`config.mk`:
```
export PLATFORM = sky130hd
export DESIGN_NAME = hazard_forward_unit_flat
export DESIGN_NICKNAME = d
export VERILOG_FILES = /design/src/rtl/hazard_forward_unit_pkg.sv /design/src/rtl/hazard_forward_unit_if.sv /design/src/rtl/hazard_forward_unit_fwd_select.sv /design/src/rtl/hazard_forward_unit.sv /design/src/flat_wrapper.sv
export SDC_FILE = /design/constraint.sdc
export NUM_CORES = 1
export LEC_CHECK = 0
export BUFFER_PORTS_ARGS = -buffer_cell sky130_fd_sc_hd__buf_2
export CORE_ASPECT_RATIO = 0.5
export CORE_MARGIN = 10
export CORE_UTILIZATION = 57
export CTS_CLUSTER_DIAMETER = 120
export CTS_CLUSTER_SIZE = 12
export DETAILED_ROUTE_END_ITERATION = 10
export PLACE_DENSITY = 0.89
export SYNTH_ARGS = -nofsm -noshare
export SYNTH_HDL_FRONTEND = slang
export SYNTH_SLANG_ARGS = --single-unit
```
`constraint.sdc`:
```
create_clock -name clk -period 6.4 [get_ports clk]
set_clock_uncertainty 0.05 [all_clocks]
set_input_delay 0.32 -clock clk [delete_from_list [all_inputs] [get_ports clk]]
set_output_delay 0.32 -clock clk [all_outputs]
set_load 0.02 [all_outputs]
```
`src/rtl/hazard_forward_unit_pkg.sv`:
```
// Shared RV32I pipeline types: operand forward selects and per-stage control.
// Provides fwd_sel_e, stage_ctl_t and the writes_reg producer-match helper.
package rv_pkg;

    localparam int RV_REG_W = 5;

    typedef enum logic [1:0] {
        FWD_REG = 2'b00,
        FWD_WB  = 2'b01,
        FWD_MEM = 2'b10
    } fwd_sel_e;

    typedef struct packed {
        logic                valid;
        logic [RV_REG_W-1:0] rd;
        logic                reg_write;
        logic                mem_read;
    } stage_ctl_t;

    // True when stage s will write register r (x0 never counts).
    function automatic logic writes_reg(
        stage_ctl_t          s,
        logic [RV_REG_W-1:0] r
    );
        return s.valid & s.reg_write & (s.rd != '0) & (s.rd == r);
    endfunction

endpackage

```
`src/rtl/hazard_forward_unit_if.sv`:
```
// ID-side request and hazard/forward response bundle of hazard_forward_unit.
// master: pipeline drives ID fields and branch; slave: hazard unit drives controls.
interface hazard_forward_unit_if #(
    parameter int REG_ADDR_W = 5,
    parameter int CNT_W      = 32
);
    logic                  id_valid;
    logic [REG_ADDR_W-1:0] id_rs1;
    logic [REG_ADDR_W-1:0] id_rs2;
    logic                  id_use_rs1;
    logic                  id_use_rs2;
    logic [REG_ADDR_W-1:0] id_rd;
    logic                  id_reg_write;
    logic                  id_mem_read;
    logic                  ex_branch_taken;
    logic [1:0]            forward_a;
    logic [1:0]            forward_b;
    logic                  stall_if;
    logic                  stall_id;
    logic                  flush_id;
    logic                  flush_ex;
    logic [CNT_W-1:0]      stall_cycles;
    logic [CNT_W-1:0]      flush_count;

    modport master (
        output id_valid, id_rs1, id_rs2,
        output id_use_rs1, id_use_rs2,
        output id_rd, id_reg_write, id_mem_read,
        output ex_branch_taken,
        input  forward_a, forward_b,
        input  stall_if, stall_id,
        input  flush_id, flush_ex,
        input  stall_cycles, flush_count
    );

    modport slave (
        input  id_valid, id_rs1, id_rs2,
        input  id_use_rs1, id_use_rs2,
        input  id_rd, id_reg_write, id_mem_read,
        input  ex_branch_taken,
        output forward_a, forward_b,
        output stall_if, stall_id,
        output flush_id, flush_ex,
        output stall_cycles, flush_count
    );
endinterface

```
`src/rtl/hazard_forward_unit_fwd_select.sv`:
```
// One EX operand mux select; MEM beats WB so the youngest value wins.
// Ports: rs/rs_used (EX source), mem/wb (producer ctl), sel (mux select).
module fwd_select
    import rv_pkg::*;
(
    input  logic [RV_REG_W-1:0] rs,
    input  logic                rs_used,
    input  stage_ctl_t          mem,
    input  stage_ctl_t          wb,
    output fwd_sel_e            sel
);

    logic unused_load_bits;
    assign unused_load_bits = mem.mem_read ^ wb.mem_read;

    always_comb begin
        sel = FWD_REG;
        if (rs_used & writes_reg(mem, rs))
            sel = FWD_MEM;
        else if (rs_used & writes_reg(wb, rs))
            sel = FWD_WB;
    end

endmodule

```
`src/rtl/hazard_forward_unit.sv`:
```
// Load-use stall, branch flush and EX operand forwarding for the 5-stage core.
// Ports: clk, rst (sync, active high), bus (slave side of hazard_forward_unit_if).
module hazard_forward_unit
    import rv_pkg::*;
#(
    parameter int REG_ADDR_W = 5,
    parameter int CNT_W      = 32
) (
    input logic                  clk,
    input logic                  rst,
    hazard_forward_unit_if.slave bus
);

    stage_ctl_t            ex_ctl;
    stage_ctl_t            mem_ctl;
    stage_ctl_t            wb_ctl;
    logic [REG_ADDR_W-1:0] ex_rs1;
    logic [REG_ADDR_W-1:0] ex_rs2;
    logic                  ex_use_rs1;
    logic                  ex_use_rs2;
    logic [CNT_W-1:0]      stall_cnt;
    logic [CNT_W-1:0]      flush_cnt;

    logic     ex_load;
    logic     lu;
    logic     stall;
    logic     flush_ex;
    fwd_sel_e sel_a;
    fwd_sel_e sel_b;

    assign ex_load = ex_ctl.valid & ex_ctl.mem_read
                   & (ex_ctl.rd != '0);

    assign lu = ex_load & bus.id_valid
              & ((bus.id_use_rs1 & (bus.id_rs1 == ex_ctl.rd))
               | (bus.id_use_rs2 & (bus.id_rs2 == ex_ctl.rd)));

    // A taken branch kills the consumer anyway, so it overrides the stall.
    assign stall    = lu & ~bus.ex_branch_taken & ~rst;
    assign flush_ex = (lu | bus.ex_branch_taken) & ~rst;

    assign bus.stall_if     = stall;
    assign bus.stall_id     = stall;
    assign bus.flush_id     = bus.ex_branch_taken & ~rst;
    assign bus.flush_ex     = flush_ex;
    assign bus.stall_cycles = stall_cnt;
    assign bus.flush_count  = flush_cnt;

    fwd_select u_fwd_a (
        .rs      (ex_rs1),
        .rs_used (ex_use_rs1),
        .mem     (mem_ctl),
        .wb      (wb_ctl),
        .sel     (sel_a)
    );

    fwd_select u_fwd_b (
        .rs      (ex_rs2),
        .rs_used (ex_use_rs2),
        .mem     (mem_ctl),
        .wb      (wb_ctl),
        .sel     (sel_b)
    );

    assign bus.forward_a = rst ? 2'(FWD_REG) : 2'(sel_a);
    assign bus.forward_b = rst ? 2'(FWD_REG) : 2'(sel_b);

    always_ff @(posedge clk) begin
        if (rst) begin
            ex_ctl     <= '0;
            mem_ctl    <= '0;
            wb_ctl     <= '0;
            ex_rs1     <= '0;
            ex_rs2     <= '0;
            ex_use_rs1 <= 1'b0;
            ex_use_rs2 <= 1'b0;
            stall_cnt  <= '0;
            flush_cnt  <= '0;
        end else begin
            wb_ctl  <= mem_ctl;
            mem_ctl <= ex_ctl;
            // A bubble keeps the ID fields but can never write or load.
            ex_ctl.valid     <= bus.id_valid & ~flush_ex;
            ex_ctl.rd        <= bus.id_rd;
            ex_ctl.reg_write <= bus.id_reg_write & ~flush_ex;
            ex_ctl.mem_read  <= bus.id_mem_read & ~flush_ex;
            ex_rs1     <= bus.id_rs1;
            ex_rs2     <= bus.id_rs2;
            ex_use_rs1 <= bus.id_use_rs1;
            ex_use_rs2 <= bus.id_use_rs2;
            if (stall && !(&stall_cnt))
                stall_cnt <= stall_cnt + CNT_W'(1);
            if (bus.ex_branch_taken && !(&flush_cnt))
                flush_cnt <= flush_cnt + CNT_W'(1);
        end
    end

endmodule
```
`src/flat_wrapper.sv`:
```
// flat-port wrapper written by rule: the top's interface ports become plain ports
module hazard_forward_unit_flat import rv_pkg::*;
#(
    parameter int REG_ADDR_W = 5,
    parameter int CNT_W      = 32
)
  (clk, rst, bus_id_valid, bus_id_rs1, bus_id_rs2, bus_id_use_rs1, bus_id_use_rs2, bus_id_rd, bus_id_reg_write, bus_id_mem_read, bus_ex_branch_taken, bus_forward_a, bus_forward_b, bus_stall_if, bus_stall_id, bus_flush_id, bus_flush_ex, bus_stall_cycles, bus_flush_count);
  hazard_forward_unit_if #(.REG_ADDR_W(REG_ADDR_W), .CNT_W(CNT_W)) bus_i ();
  input logic clk;
  input logic rst;
  input wire logic [$bits(bus_i.id_valid)-1:0] bus_id_valid;
  input wire logic [$bits(bus_i.id_rs1)-1:0] bus_id_rs1;
  input wire logic [$bits(bus_i.id_rs2)-1:0] bus_id_rs2;
  input wire logic [$bits(bus_i.id_use_rs1)-1:0] bus_id_use_rs1;
  input wire logic [$bits(bus_i.id_use_rs2)-1:0] bus_id_use_rs2;
  input wire logic [$bits(bus_i.id_rd)-1:0] bus_id_rd;
  input wire logic [$bits(bus_i.id_reg_write)-1:0] bus_id_reg_write;
  input wire logic [$bits(bus_i.id_mem_read)-1:0] bus_id_mem_read;
  input wire logic [$bits(bus_i.ex_branch_taken)-1:0] bus_ex_branch_taken;
  output wire logic [$bits(bus_i.forward_a)-1:0] bus_forward_a;
  output wire logic [$bits(bus_i.forward_b)-1:0] bus_forward_b;
  output wire logic [$bits(bus_i.stall_if)-1:0] bus_stall_if;
  output wire logic [$bits(bus_i.stall_id)-1:0] bus_stall_id;
  output wire logic [$bits(bus_i.flush_id)-1:0] bus_flush_id;
  output wire logic [$bits(bus_i.flush_ex)-1:0] bus_flush_ex;
  output wire logic [$bits(bus_i.stall_cycles)-1:0] bus_stall_cycles;
  output wire logic [$bits(bus_i.flush_count)-1:0] bus_flush_count;
  assign bus_i.id_valid = bus_id_valid;
  assign bus_i.id_rs1 = bus_id_rs1;
  assign bus_i.id_rs2 = bus_id_rs2;
  assign bus_i.id_use_rs1 = bus_id_use_rs1;
  assign bus_i.id_use_rs2 = bus_id_use_rs2;
  assign bus_i.id_rd = bus_id_rd;
  assign bus_i.id_reg_write = bus_id_reg_write;
  assign bus_i.id_mem_read = bus_id_mem_read;
  assign bus_i.ex_branch_taken = bus_ex_branch_taken;
  assign bus_forward_a = bus_i.forward_a;
  assign bus_forward_b = bus_i.forward_b;
  assign bus_stall_if = bus_i.stall_if;
  assign bus_stall_id = bus_i.stall_id;
  assign bus_flush_id = bus_i.flush_id;
  assign bus_flush_ex = bus_i.flush_ex;
  assign bus_stall_cycles = bus_i.stall_cycles;
  assign bus_flush_count = bus_i.flush_count;
  hazard_forward_unit #(.REG_ADDR_W(REG_ADDR_W), .CNT_W(CNT_W)) u_core (.clk(clk), .rst(rst), .bus(bus_i));
endmodule
```
==> metrics.csv <==
metric,value,unit
via_per_inst,5.42,
synth.area.top_cells,"dfxtp_1 43%, xor2_1 9.7%, nor2_1 5.7%, nor2b_1 4.9%, xnor2_1 4.6%",
clkTransAtPathRegs,0.06,ns
cpPeakStageDelay,0.79,ns
final_max_slew_viol_count,0,
synth_nets,529,
grt_overflow,0,
yosys.area_share.simple,32.1,%
crit_path_start_kind,flop,
die-area,0.0123,sq mm
cts_repair_resize_count,0,
max-slew-margin-rel,36.8,%
wl_per_cell,15.3,microns
layout_setup_ws,3.26,ns
synth_edf_count,0,
grt_max_degree,67,
rows,23,
synth_compound_area_share,6.12,%
post-place-ws,3.64,ns
critPathMaxFanout,21,
globalplace.congestion,0.912,
via_count,3843,
final_nets,617,
post_cts_buffers,0,
ys_types,52,
ios,95,
synth_top_family_by_area,simple AND/OR/NAND/NOR gates,
start_util,58.1,%
p_per_area,228,mW/mm^2
instances_no_fill,709,
cts_tree,built,
antenna_found_initial,0,
crit_slowest_cell,o22ai_2,
drive_above_1_share,22.4,%
p_total,0.00124,W
post-place-cells,693,
numCtsBuffers,9,
maxClockFrequency,318,MHz
synth_top_flop_cell,dfxtp_1,
yosysTopAreaCellShare,42.7,%
async_flop_share,0,%
crit_buf_inv,1,
grt_pass1_vias,3901,
drtAntennaViolNets,0,
tightest_slew,0.948,ns
cp_top_family,compound AO/OA/AOI/OAI gates,
dr.first_iter.drc_count,217,
syn_area,0.00460,sq mm
yosysWarnings,0,
required,6.03,ns
area_growth,17.8,%
grt.total_usage,17.8,%
ys_seq_area_share,42.7,%
hold_class,input pin to flop,
yosys.area.top_type,dfxtp_1,
worst_setup_path_end_kind,output port,
synth_seq_cells,98,
io_buffers,94,
post-route-period-util,49.1,%
synth_mux_area_share,1.44,%
drt_wl_total,10800,microns
drc,0,
max_cap_violations,0,
vdd_drop_max,0.000191,V
root_buffer,clkbuf_16,
fin_tns_setup,0,ns
syn_area_per_cell,9.12,sq um
setup_viol,0,
diodes,0,
core_area,0.00791,sq mm
grt_pass1_wl,18500,microns
die_y,83.5,microns
crit_arrival,2.77,ns
crit_type,flop to output port,
fillers,639,
cts_hold_buf,0,
clockBufferDepth,2,
clock_insertion_delay_worst_skew,0.35,ns
clkSinkCount,98,
status,"complete, no violations",
synth_xor_area_share,14.3,%
period_needed,3.14,ns
dr.pass1.iters,4,
syn_inst,504,
timing.final.hold_violations,0,
crit_chain,xnor2_1 -> nand4_1 -> o22ai_2 -> o211ai_1 -> nor3_1 -> buf_2,
die_x,147,microns
power.leakage,2.25,nW
htree_num_levels,3,
rsz0062_at_grt,no,
dp_hpwl,7900,microns
synthAdderAreaFrac,0.544,%
## flip-flops by register name (all words and copies together) (netlist names)
signal	flops
u_core.ex_use_rs1	1
u_core.mem_ctl	7
u_core.ex_rs1	5
u_core.wb_ctl	7
u_core.ex_rs2	5
u_core.bus.stall_cycles	32
u_core.ex_ctl	8
u_core.bus.flush_count	32
u_core.ex_use_rs2	1
## per-layer routing
layer	GRT usage [%]	vias up	share of wire [%]
met5	0	-	0
met4	4.83	0	1.1
met1	21.0	1834	45
met2	31.0	76	50
met3	5.14	12	4.1
li1	-	1921	-
## area by class of cell
type	count	area [sq um]	area share (%)
repair buffers	95	480	8.87
well taps	112	140	2.59
clock inverters	7	76.3	1.41
multi-input cells	381	2510	46.3
inverters	7	26.3	0.485
clock buffers	9	225	4.16
flip-flops and latches	98	1960	36.2
## final timing paths
| kind | from | endpoint | slack (ns) | cells after the start |
|---|---|---|---|---|
| worst max-delay path | u_core.ex_ctl[3] | bus_stall_if | 3.26 | 6 |
| worst min register to register | u_core.ex_ctl[1] | u_core.mem_ctl[1] | 0.39 | 1 |
| worst max register to register | u_core.ex_ctl[3] | u_core.bus.stall_cycles[31] | 3.63 | 6 |
| worst min-delay path | bus_id_rd[0] | u_core.ex_ctl[2] | 0.13 | 2 |
## where the power goes
part / switching (W) / leakage, nW / internal (W) / total (W)
clock: 0.000238 / 0.142 / 0.000306 / 0.000544
sequential: 0.0000110 / 0.796 / 0.000620 / 0.000631
combinational: 0.0000346 / 1.31 / 0.0000261 / 0.0000607
## cells in the final DEF, fill, tap and decap left out, drive strengths merged, types with 13 or more instances in the layout
cell    n
a21oi  13
and3   13
buf    95
dfxtp  98
nand2  21
nand3  36
nand4  26
nor2   71
nor2b  36
nor3   13
or3    13
xnor2  24
xor2   51
## cell usage after synthesis, drive strengths merged, types with 2 or more instances
library cell	number
nor4b	5
and3	13
o21ai	12
o31ai	2
or3	13
a31oi	2
a21oi	13
xnor2	24
nor2	71
mux2	5
clkbuf	10
and4	6
nor4	8
or4	3
dfxtp	98
nand2	21
and2	5
xor2	51
nand4	26
inv	7
nor2b	36
buf	8
o211ai	3
nand3	36
ha	2
nor3	13
nand4b	2
## metrics by stage
| stage | util [%] | cell area, sq um | hold slack (ns) |
|---|---|---|---|
| after CTS | 68.4 | 5420 | 0.121 |
| after global routing | 68.4 | 5420 | 0.133 |
| final | 68.4 | 5420 | 0.131 |
| after floorplan | - | 4600 | 0.364 |
| after detailed placement | 64.6 | 5110 | 0.380 |
| after global placement | 64.6 | 5110 | 0.385 |
## logic make-up after synthesis
kind of cell / Yosys count
xor gates and xnor gates: 75
buffers and inverters: 25
AOI/OAI and AO/OA: 37
and+or+nand+nor: 261
muxes: 6
DFF: 98
adders and majority gates: 2
Note: power is estimated with default switching activity, not from simulation.
